--- config.mk ---
export PLATFORM = sky130hd
export DESIGN_NAME = soc_full
export DESIGN_NICKNAME = d
export VERILOG_FILES = /design/src/rtl/soc_full.sv
export SDC_FILE = /design/constraint.sdc
export NUM_CORES = 1
export LEC_CHECK = 0
export CAP_MARGIN = 20
export CORE_MARGIN = 5
export CORE_UTILIZATION = 24
export DETAILED_ROUTE_END_ITERATION = 16
export PLACE_DENSITY_LB_ADDON = 0.15
export SYNTH_ARGS = -nofsm -noshare
export SYNTH_HDL_FRONTEND = slang
export SYNTH_SLANG_ARGS = --single-unit
--- constraint.sdc ---
create_clock -name clock -period 1.9 [get_ports clock]
set_input_delay 0.38 -clock clock [delete_from_list [all_inputs] [get_ports clock]]
set_output_delay 0.38 -clock clock [all_outputs]
set_load 0.03 [all_outputs]
--- src/rtl/soc_full.sv ---
// soc_full: self-contained demo SoC for the FPGA build.
// It contains:
//   - a hard/soft reset combiner;
//   - a GPIO status block with a heartbeat;
//   - an 8N1 UART transmitter and receiver;
//   - a boot-banner sequencer.
// After reset it sends "OK\r\n", then echoes every byte it receives.
module soc_full #(
    parameter int CLK_DIV = 16,
    parameter int HB_BITS = 12
) (
    input  logic       clock,
    input  logic       reset,
    input  logic [3:0] externalPins_gpio_in,
    input  logic       externalPins_uart_rx,
    output logic [5:0] externalPins_gpio_out,
    output logic       externalPins_uart_tx
);

    localparam int DIV_W = (CLK_DIV > 2) ? $clog2(CLK_DIV) : 2;
    localparam logic [DIV_W-1:0] DIV_ZERO  = {DIV_W{1'b0}};
    localparam logic [DIV_W-1:0] DIV_ONE   = {{(DIV_W-1){1'b0}}, 1'b1};
    localparam logic [DIV_W-1:0] DIV_LAST  = DIV_W'(CLK_DIV - 1);
    localparam logic [DIV_W-1:0] HALF_LAST = DIV_W'(CLK_DIV / 2 - 1);
    localparam logic [HB_BITS-1:0] HB_ZERO = {HB_BITS{1'b0}};
    localparam logic [HB_BITS-1:0] HB_ONE  = {{(HB_BITS-1){1'b0}}, 1'b1};
    localparam logic [HB_BITS-1:0] HB_MAX  = {HB_BITS{1'b1}};

    typedef enum logic [1:0] {
        SEQ_BANNER = 2'd0,
        SEQ_LAST   = 2'd1,
        SEQ_ECHO   = 2'd2
    } seq_state_t;

    typedef enum logic [2:0] {
        RX_IDLE      = 3'd0,
        RX_START     = 3'd1,
        RX_DATA      = 3'd2,
        RX_STOP      = 3'd3,
        RX_WAIT_HIGH = 3'd4
    } rx_state_t;

    // Banner ROM: "OK\r\n"
    function automatic logic [7:0] banner_byte(input logic [1:0] idx);
        case (idx)
            2'd0:    banner_byte = 8'h4F;
            2'd1:    banner_byte = 8'h4B;
            2'd2:    banner_byte = 8'h0D;
            2'd3:    banner_byte = 8'h0A;
            default: banner_byte = 8'h00;
        endcase
    endfunction

    // Synchronisers
    logic [2:0] gpio_meta_r;
    logic [2:0] gpio_sync_r;
    logic       rx_meta_r;
    logic       rx_sync_r;
    logic [1:0] rx_fill_r;
    logic       srst_s;
    logic       unused_s;

    // TX
    logic             tx_line_r;
    logic             tx_busy_r;
    logic [DIV_W-1:0] tx_div_r;
    logic [3:0]       tx_bit_r;
    logic [8:0]       tx_shift_r;
    logic             tx_frame_end_s;
    logic             tx_ready_s;
    logic             tx_start_s;
    logic [7:0]       tx_data_s;

    // Sequencer
    seq_state_t seq_r;
    logic [1:0] byte_idx_r;
    logic       banner_done_r;
    logic       echo_take_s;

    // RX
    rx_state_t        rx_st_r;
    logic [DIV_W-1:0] rx_div_r;
    logic [2:0]       rx_bit_r;
    logic [7:0]       rx_shift_r;
    logic             rx_armed_r;
    logic             rx_valid_r;
    logic             rx_ferr_r;

    // Echo buffer and status
    logic         buf_full_r;
    logic [7:0]   buf_data_r;
    logic         err_r;
    logic         rx_tog_r;
    logic [HB_BITS-1:0] hb_cnt_r;
    logic         hb_r;

    assign unused_s = externalPins_gpio_in[3];
    assign srst_s   = gpio_sync_r[0];

    // Two-flop input synchronisers.
    // They are cleared by the reset pin only, so the soft-reset button can itself be sampled.
    // rx_fill_r marks when the rx chain holds real pin samples rather than its reset value.
    always_ff @(posedge clock or negedge reset) begin
        if (!reset) begin
            gpio_meta_r <= 3'b000;
            gpio_sync_r <= 3'b000;
            rx_meta_r   <= 1'b1;
            rx_sync_r   <= 1'b1;
            rx_fill_r   <= 2'b00;
        end else begin
            gpio_meta_r <= externalPins_gpio_in[2:0];
            gpio_sync_r <= gpio_meta_r;
            rx_meta_r   <= externalPins_uart_rx;
            rx_sync_r   <= rx_meta_r;
            rx_fill_r   <= {rx_fill_r[0], 1'b1};
        end
    end

    assign tx_frame_end_s = tx_busy_r && (tx_div_r == DIV_LAST) && (tx_bit_r == 4'd9);
    assign tx_ready_s     = !tx_busy_r || tx_frame_end_s;

    // UART transmitter.
    // A new frame may start in the last cycle of a stop bit, so frames can run back-to-back.
    always_ff @(posedge clock or negedge reset) begin
        if (!reset) begin
            tx_line_r  <= 1'b1;
            tx_busy_r  <= 1'b0;
            tx_div_r   <= DIV_ZERO;
            tx_bit_r   <= 4'd0;
            tx_shift_r <= 9'h1FF;
        end else if (srst_s) begin
            tx_line_r  <= 1'b1;
            tx_busy_r  <= 1'b0;
            tx_div_r   <= DIV_ZERO;
            tx_bit_r   <= 4'd0;
            tx_shift_r <= 9'h1FF;
        end else if (tx_start_s) begin
            tx_line_r  <= 1'b0;
            tx_busy_r  <= 1'b1;
            tx_div_r   <= DIV_ZERO;
            tx_bit_r   <= 4'd0;
            tx_shift_r <= {1'b1, tx_data_s};
        end else if (tx_busy_r) begin
            if (tx_div_r == DIV_LAST) begin
                tx_div_r <= DIV_ZERO;
                if (tx_bit_r == 4'd9) begin
                    tx_busy_r <= 1'b0;
                    tx_line_r <= 1'b1;
                    tx_bit_r  <= 4'd0;
                end else begin
                    tx_bit_r   <= tx_bit_r + 4'd1;
                    tx_line_r  <= tx_shift_r[0];
                    tx_shift_r <= {1'b1, tx_shift_r[8:1]};
                end
            end else begin
                tx_div_r <= tx_div_r + DIV_ONE;
            end
        end else begin
            tx_line_r <= 1'b1;
        end
    end

    // Decide what the transmitter sends next: a banner byte, or the buffered echo byte.
    always_comb begin
        tx_start_s  = 1'b0;
        tx_data_s   = 8'h00;
        echo_take_s = 1'b0;
        case (seq_r)
            SEQ_BANNER: begin
                if (tx_ready_s) begin
                    tx_start_s = 1'b1;
                    tx_data_s  = banner_byte(byte_idx_r);
                end else begin
                    tx_start_s = 1'b0;
                    tx_data_s  = 8'h00;
                end
            end
            SEQ_ECHO: begin
                if (buf_full_r && !tx_busy_r) begin
                    tx_start_s  = 1'b1;
                    tx_data_s   = buf_data_r;
                    echo_take_s = 1'b1;
                end else begin
                    tx_start_s  = 1'b0;
                    tx_data_s   = 8'h00;
                    echo_take_s = 1'b0;
                end
            end
            default: begin
                tx_start_s  = 1'b0;
                tx_data_s   = 8'h00;
                echo_take_s = 1'b0;
            end
        endcase
    end

    // Banner sequencer: queue 4 banner bytes, wait for the last stop bit, then enter echo mode.
    always_ff @(posedge clock or negedge reset) begin
        if (!reset) begin
            seq_r         <= SEQ_BANNER;
            byte_idx_r    <= 2'd0;
            banner_done_r <= 1'b0;
        end else if (srst_s) begin
            seq_r         <= SEQ_BANNER;
            byte_idx_r    <= 2'd0;
            banner_done_r <= 1'b0;
        end else begin
            case (seq_r)
                SEQ_BANNER: begin
                    if (tx_ready_s) begin
                        if (byte_idx_r == 2'd3) begin
                            seq_r <= SEQ_LAST;
                        end else begin
                            byte_idx_r <= byte_idx_r + 2'd1;
                        end
                    end
                end
                SEQ_LAST: begin
                    if (tx_frame_end_s) begin
                        banner_done_r <= 1'b1;
                        seq_r         <= SEQ_ECHO;
                    end
                end
                SEQ_ECHO: seq_r <= SEQ_ECHO;
                default:  seq_r <= SEQ_BANNER;
            endcase
        end
    end

    // UART receiver.
    // It arms only after a real high sample, re-checks the start bit at mid-bit, and samples every CLK_DIV cycles.
    always_ff @(posedge clock or negedge reset) begin
        if (!reset) begin
            rx_st_r    <= RX_IDLE;
            rx_div_r   <= DIV_ZERO;
            rx_bit_r   <= 3'd0;
            rx_shift_r <= 8'h00;
            rx_armed_r <= 1'b0;
            rx_valid_r <= 1'b0;
            rx_ferr_r  <= 1'b0;
        end else if (srst_s) begin
            rx_st_r    <= RX_IDLE;
            rx_div_r   <= DIV_ZERO;
            rx_bit_r   <= 3'd0;
            rx_shift_r <= 8'h00;
            rx_armed_r <= 1'b0;
            rx_valid_r <= 1'b0;
            rx_ferr_r  <= 1'b0;
        end else begin
            rx_valid_r <= 1'b0;
            rx_ferr_r  <= 1'b0;
            if (rx_sync_r && rx_fill_r[1]) begin
                rx_armed_r <= 1'b1;
            end
            case (rx_st_r)
                RX_IDLE: begin
                    if (rx_armed_r && !rx_sync_r) begin
                        rx_st_r  <= RX_START;
                        rx_div_r <= DIV_ZERO;
                    end
                end
                RX_START: begin
                    if (rx_div_r == HALF_LAST) begin
                        rx_div_r <= DIV_ZERO;
                        if (rx_sync_r) begin
                            rx_st_r <= RX_IDLE;
                        end else begin
                            rx_st_r  <= RX_DATA;
                            rx_bit_r <= 3'd0;
                        end
                    end else begin
                        rx_div_r <= rx_div_r + DIV_ONE;
                    end
                end
                RX_DATA: begin
                    if (rx_div_r == DIV_LAST) begin
                        rx_div_r   <= DIV_ZERO;
                        rx_shift_r <= {rx_sync_r, rx_shift_r[7:1]};
                        if (rx_bit_r == 3'd7) begin
                            rx_st_r <= RX_STOP;
                        end else begin
                            rx_bit_r <= rx_bit_r + 3'd1;
                        end
                    end else begin
                        rx_div_r <= rx_div_r + DIV_ONE;
                    end
                end
                RX_STOP: begin
                    if (rx_div_r == DIV_LAST) begin
                        rx_div_r <= DIV_ZERO;
                        if (rx_sync_r) begin
                            rx_valid_r <= 1'b1;
                            rx_st_r    <= RX_IDLE;
                        end else begin
                            rx_ferr_r <= 1'b1;
                            rx_st_r   <= RX_WAIT_HIGH;
                        end
                    end else begin
                        rx_div_r <= rx_div_r + DIV_ONE;
                    end
                end
                RX_WAIT_HIGH: begin
                    if (rx_sync_r) begin
                        rx_st_r <= RX_IDLE;
                    end
                end
                default: rx_st_r <= RX_IDLE;
            endcase
        end
    end

    // One-entry echo buffer, sticky error flag and the per-byte toggle.
    // A byte that arrives while the buffer drains is accepted.
    always_ff @(posedge clock or negedge reset) begin
        if (!reset) begin
            buf_full_r <= 1'b0;
            buf_data_r <= 8'h00;
            err_r      <= 1'b0;
            rx_tog_r   <= 1'b0;
        end else if (srst_s) begin
            buf_full_r <= 1'b0;
            buf_data_r <= 8'h00;
            err_r      <= 1'b0;
            rx_tog_r   <= 1'b0;
        end else begin
            if (rx_valid_r) begin
                rx_tog_r <= ~rx_tog_r;
                if (!buf_full_r || echo_take_s) begin
                    buf_full_r <= 1'b1;
                    buf_data_r <= rx_shift_r;
                end else begin
                    err_r <= 1'b1;
                end
            end else if (echo_take_s) begin
                buf_full_r <= 1'b0;
            end
            if (rx_ferr_r) begin
                err_r <= 1'b1;
            end
        end
    end

    // Heartbeat: toggle each time the free-running counter wraps.
    always_ff @(posedge clock or negedge reset) begin
        if (!reset) begin
            hb_cnt_r <= HB_ZERO;
            hb_r     <= 1'b0;
        end else if (srst_s) begin
            hb_cnt_r <= HB_ZERO;
            hb_r     <= 1'b0;
        end else begin
            hb_cnt_r <= hb_cnt_r + HB_ONE;
            if (hb_cnt_r == HB_MAX) begin
                hb_r <= ~hb_r;
            end
        end
    end

    assign externalPins_gpio_out = {gpio_sync_r[2:1], rx_tog_r, err_r, banner_done_r, hb_r};
    assign externalPins_uart_tx  = tx_line_r;

endmodule

==> impl_metrics.ini, run 1 <==
[run_status]
status = finished, final reports clean

[final_layout]
area_growth_pct = 25.32
nNetsFinal = 416
drive_above_1_share_pct = 22.06
antenna_cells = 0
final_cell_count_no_fill = 610
final_cell_area_mm2 = 0.004707

[floorplanning]
die_area_mm2 = 0.01825
die_w_um = 135.1
io_pins = 14
initial_core_util_pct = 24.62
core-area_mm2 = 0.01526
num_rows = 45
die_h_um = 135.1

[pwr]
p_comb_share_pct = 9.7
switching_power_w = 0.0009550
sw_frac_of_total_pct = 22.60
ir_drop_v = 0.0004213
seqPwrFrac_pct = 42.6
pwr-share-clk_pct = 47.7
p_leak_nw = 2.089
cellPowerDensity_mw_per_mm2 = 897.6
internal_power_w = 0.003270

[detailed_routing]
top_layer = met4
route.met3.wl_um = 230
vias_per_cell = 4.480
firstDrtPassIters = 4
antenna_left = 0
wirelength_um = 8027
vias = 2733
detail_route.drc_violations = 0
drtIter0Drc = 160
wl_met2_um = 3583
detail_route.wl_per_cell_um = 13.16
wl_met1_um = 4072

[grt]
overflow = 0
grt_max_degree = 79
grtUsageTotal_pct = 9.406
grt_pass1_wl_um = 13630
grt_pass1_vias = 2751
antenna_found_initial = 0

[synth]
yosys_warnings = 0
async_reset_ff_share_pct = 100.0
synth_edf_count = 0
seq_area_frac_synth_pct = 52.33
post-synth-top-count-cell = dfrtp_1
synth_top_area_share_pct = 44.64
syn_nets = 381
ys_ff_latch = 78
synthTopCellsByCount = dfrtp_1, nor2_1, nand2_1, a21oi_1, o21ai_0
synth_top_cell_by_area = dfrtp_1
avgSynthCellArea_um2 = 10.46
synth-main-ff-cell = dfrtp_1
ys_types = 53
syn_inst = 359
netlist_area_mm2 = 0.003756
ys_top_cells_by_area = dfrtp_1, dfstp_2, ha_1

[clock_network]
cts_tree = done
cts_max_level = 3
cts_buffer_depth = 2
cts_root_buf = clkbuf_16
clkSlewWorstSetupHoldPaths_ps = 60
clk_latency_ps = 340
cts.sinks = 78
hold_buffers = 0
cts_buffers = 9

[critical_path]
rr_worst_depth = 6
start_kind = flop
r2r-start = seq_r[1]
required_ps = 2170
worstPathMaxFanout = 6
reg2reg_to = tx_shift_r[2]
cp_data_arrival_time_ps = 2130
timing.reg2reg.setup_slack_ps = 30
path_class = flop to flop
worstSetupEndpointType = flop

[placement]
hpwlAfterDp_um = 5209
placed_cells = 582
port_buffers = 12
postPlaceCellArea_mm2 = 0.004212
pre_cts_ws_ps = -81.48
gp_congestion = 0.7386

[timing]
setup_violations = 0
timing.final.ws_setup_ps = 34.22
fmax_ghz = 0.5360
finalCritPeriodShare_pct = 98.20
rsz0062_at_grt = yes
slew_violations = 0
hold_violations = 0
finalClockSkew_ps = 4.692
finalCriticalPeriod_ps = 1866
setup-tns-final_ps = 0
hold_slack_ps = 53.63

[run]
drv_cap = 0

[min_path]
hold_class = primary input to asynchronous set/reset pin
timing repair:
action | CTS | global route
gates resized for setup | 4 | 17
setup buffers | 6 | 5
pin swaps | 0 | 5
hold endpoints to repair | 0 | 0
endpoints found under the setup margin | 5 | 9
gates cloned | 0 | 1
cell families (layout without fill, tap and decap cells):
group	Yosys count	after routing	share of synthesized area [%]
compound gates	75	75	13.56
xor+xnor	13	13	3.031
fa+ha+maj	15	15	4.997
buf+inv	35	75	4.497
flops	78	78	52.33
mux	21	21	5.963
other cells	1	1	0.09984
simple gates	121	121	15.52
final cells by class:
class,instances,area (um2)
Fill cell,1571,10550
Inverter,13,48.80
Tap cell,211,264.0
Sequential cell,78,1968
Clock inverter,5,106.4
Multi-Input combinational cell,246,1679
Timing Repair Buffer,46,397.9
Clock buffer,11,242.7
cells in the final DEF (no fill, tap or decap), types with 8 or more instances in the layout:
master           netlist  routed
a21oi_1               21      21
a221o_1                9       9
buf_4                  7      31
clkbuf_16              0       9
clkdlybuf4s50_1        0      10
dfrtp_1               67      65
dfstp_2               11      11
ha_1                  15      13
inv_1                 12       8
mux2i_1               13      13
nand2_1               24      24
nand3_1               10      10
nor2_1                41      41
nor3_1                14      13
o21ai_0               16      16
xnor2_1                9       9
worst max-delay path by stage:
stage | start | to | slack (ps)
floorplan | seq_r[0] | tx_shift_r[3] | 10
CTS | seq_r[0] | tx_shift_r[2] | -10
global route | seq_r[0] | tx_shift_r[3] | -50
global placement | seq_r[0] | tx_shift_r[3] | -60
finish | seq_r[1] | tx_shift_r[2] | 30
detailed placement | seq_r[0] | tx_shift_r[2] | -80
metrics by stage:
stage	utilization, %	power, W
after floorplan	-	0.002051
after global placement	27.60	0.002196
after detailed placement	27.60	0.002201
after CTS	30.23	0.004271
after global routing	30.85	0.004419
final	30.85	0.004225
worst max-delay path: stages, from the launching register on:
cell and delay (ps):
dfrtp_2 440, ha_4 170, and3b_2 220, buf_6 140
a221o_1 310, a221o_1 260, mux2_2 260
routing by layer:
layer | vias up | track usage, %
li1 | 1339 | -
met1 | 1357 | 12.54
met2 | 28 | 14.16
met3 | 9 | 2.943
met4 | 0 | 3.807
met5 | - | 0
registers in the layout, indices dropped and copies added, names as in the netlist, 2 cells and up:
register / flops
rx_bit_r: 3
tx_shift_r: 8
rx_st_r: 3
hb_cnt_r: 12
byte_idx_r: 2
rx_div_r: 4
gpio_meta_r: 3
gpio_sync_r: 3
rx_fill_r: 2
tx_div_r: 4
buf_data_r: 8
rx_shift_r: 8
tx_bit_r: 4
seq_r: 2
power groups by stage:
stage               Sequential [W]  Clock (W)  Combinational, W
global route               0.00181    0.00215          0.000464
global placement           0.00183          0          0.000369
finish                     0.00180    0.00202          0.000410
floorplan                  0.00182          0          0.000234
detailed placement         0.00183          0          0.000373
CTS                        0.00180    0.00209          0.000381
(Power assumes the default switching activity.)
==> run 2, diff against run 1 <==
--- a/config.mk
+++ b/config.mk
@@ -6,7 +6,6 @@
 export NUM_CORES = 1
 export LEC_CHECK = 0
 export CAP_MARGIN = 20
-export CORE_MARGIN = 5
 export CORE_UTILIZATION = 24
 export DETAILED_ROUTE_END_ITERATION = 16
 export PLACE_DENSITY_LB_ADDON = 0.15
==> impl_metrics.ini, run 2 (synthesis results as in run 1) <==
[run_status]
status = finished, final reports clean

[final_layout]
nFillCells = 1609
area_growth_pct = 26.05
final_cell_count_no_fill = 619
mostFrequentLayoutCells = dfrtp_1, nor2_1, buf_4
drive_above_1_share_pct = 24.02
nNetsFinal = 425
multi_input_area_mm2 = 0.001692
regMostFlops = hb_cnt_r
final_common_cell = dfrtp_1
regArea_mm2 = 0.001967
antenna_cells = 0
largest_reg_flops = 12

[floorplanning]
core-area_mm2 = 0.01526
initial_core_util_pct = 24.62
die_area_mm2 = 0.01615
io_pins = 14
num_rows = 45
die_w_um = 127.1
die_h_um = 127.1

[pwr]
ir_drop_v = 0.0004292
p_leak_nw = 2.114
cellPowerDensity_mw_per_mm2 = 827.3

[grt]
grtUsageTotal_pct = 10.90
overflow = 0
grt_max_degree = 45
antenna_found_initial = 0
grt_pass1_vias = 2780
grt_pass1_wl_um = 13790

[detailed_routing]
wirelength_um = 7959
vias_per_cell = 4.452
detail_route.drc_violations = 0
drtIter0Drc = 206
vias = 2756
antenna_left = 0
firstDrtPassIters = 4
detail_route.wl_per_cell_um = 12.86

[critical_path]
cp_data_arrival_time_ps = 2150
timing.reg2reg.setup_slack_ps = 10
critical_path.cell_chain = inv_2 -> ha_4 -> and3b_2 -> mux2_4 -> or4_1 -> mux2_2
required_ps = 2170
worstPathMaxFanout = 4
path_buf_inv = 1
cpMaxStageDelayCell = dfrtp_1
path_class = flop to flop
critPathMaxStageDelay_ps = 390
start_kind = flop
crit_family = simple AND/OR/NAND/NOR gates
worstSetupEndpointType = flop

[clock_network]
cts.sinks = 78
cts_root_buf = clkbuf_16
clkSlewWorstSetupHoldPaths_ps = 60
clk_latency_ps = 340
cts_tree = done
cts_buffers = 9
cts_buffer_depth = 2
cts_max_level = 3

[placement]
hpwlAfterDp_um = 5483
placed_cells = 593
gp_congestion = 0.7313
port_buffers = 12
pre_cts_ws_ps = -72.61

[timing]
setup_violations = 0
hold_violations = 0
finalClockSkew_ps = 6.425
fmax_ghz = 0.5301
rsz0062_at_grt = yes
finalCriticalPeriod_ps = 1886
finalCritPeriodShare_pct = 99.29
slew_violations = 0
slew_headroom_pct = 65.34
tightest_slew_ps = 519.9
timing.final.ws_setup_ps = 13.50

[run]
drv_cap = 0

[min_path]
hold_class = flop to flop
==> run 2: cell types whose count changed in the layout (fill, tap and decap cells not counted), moves of 2 or more <==
cell       change
bufinv_16      -3
buf_6          +3
buf_4          +7
mux2_2         -2
mux2_4         +2
inv_6          +2
==> run 2: cell type report <==
type / count / share of cell area, %
clock inverters: 5 / 0.8721
multi-input cells: 246 / 35.73
clock buffers: 11 / 5.338
flip-flops and latches: 78 / 41.54
repair buffers: 55 / 9.910
well taps: 211 / 5.576
inverters: 13 / 1.031
==> run 2: final timing paths <==
kind	start	endpoint	cells past startpoint
min reg2reg	gpio_meta_r[0]	gpio_sync_r[0]	0
max reg2reg	seq_r[0]	tx_shift_r[3]	6
min in group asynchronous	reset	rx_div_r[3]	2
min	gpio_meta_r[0]	gpio_sync_r[0]	0
max in group asynchronous	reset	externalPins_uart_tx	3
max	seq_r[0]	tx_shift_r[3]	6
==> run 2: where the power goes <==
group	switching [W]	internal [W]
Clock	0.000719	0.000968
Sequential	0.0000505	0.00175
Combinational	0.000213	0.000217
Total	0.000983	0.00293
==> run 2: repair_timing <==
action                                  in CTS  in global routing
buffers inserted                             5                  4
pin swaps                                    1                  5
hold endpoints to repair                     5                  0
gates resized for setup                      9                 17
hold buffers                                 1                  0
endpoints found under the setup margin       5                  9
==> run 2: per-stage QoR <==
step / power (W) / utilization [%] / area [um2] / TNS, ps / hold slack [ps]
3_3_place_gp: 0.002220 / 28.06 / 4282 / -164.9 / 204.9
3_5_place_dp: 0.002225 / 28.06 / 4282 / -243.1 / 204.4
4_1_cts: 0.003961 / 30.46 / 4648 / -1.108 / 350.3
5_1_grt: 0.004105 / 31.03 / 4735 / -148.7 / 355.8
2_1_floorplan: 0.002051 / - / 3759 / 0 / 84.41
6_report: 0.003917 / 31.03 / 4735 / 0 / 346.5
==> run 2: metal layers <==
metal | vias up | GRT usage (%) | wire (um)
li1 | 1357 | - | -
met1 | 1363 | 14.04 | 3990
met2 | 26 | 17.49 | 3673
met3 | 10 | 2.010 | 127
met4 | 0 | 5.672 | 167
met5 | - | 0 | 0
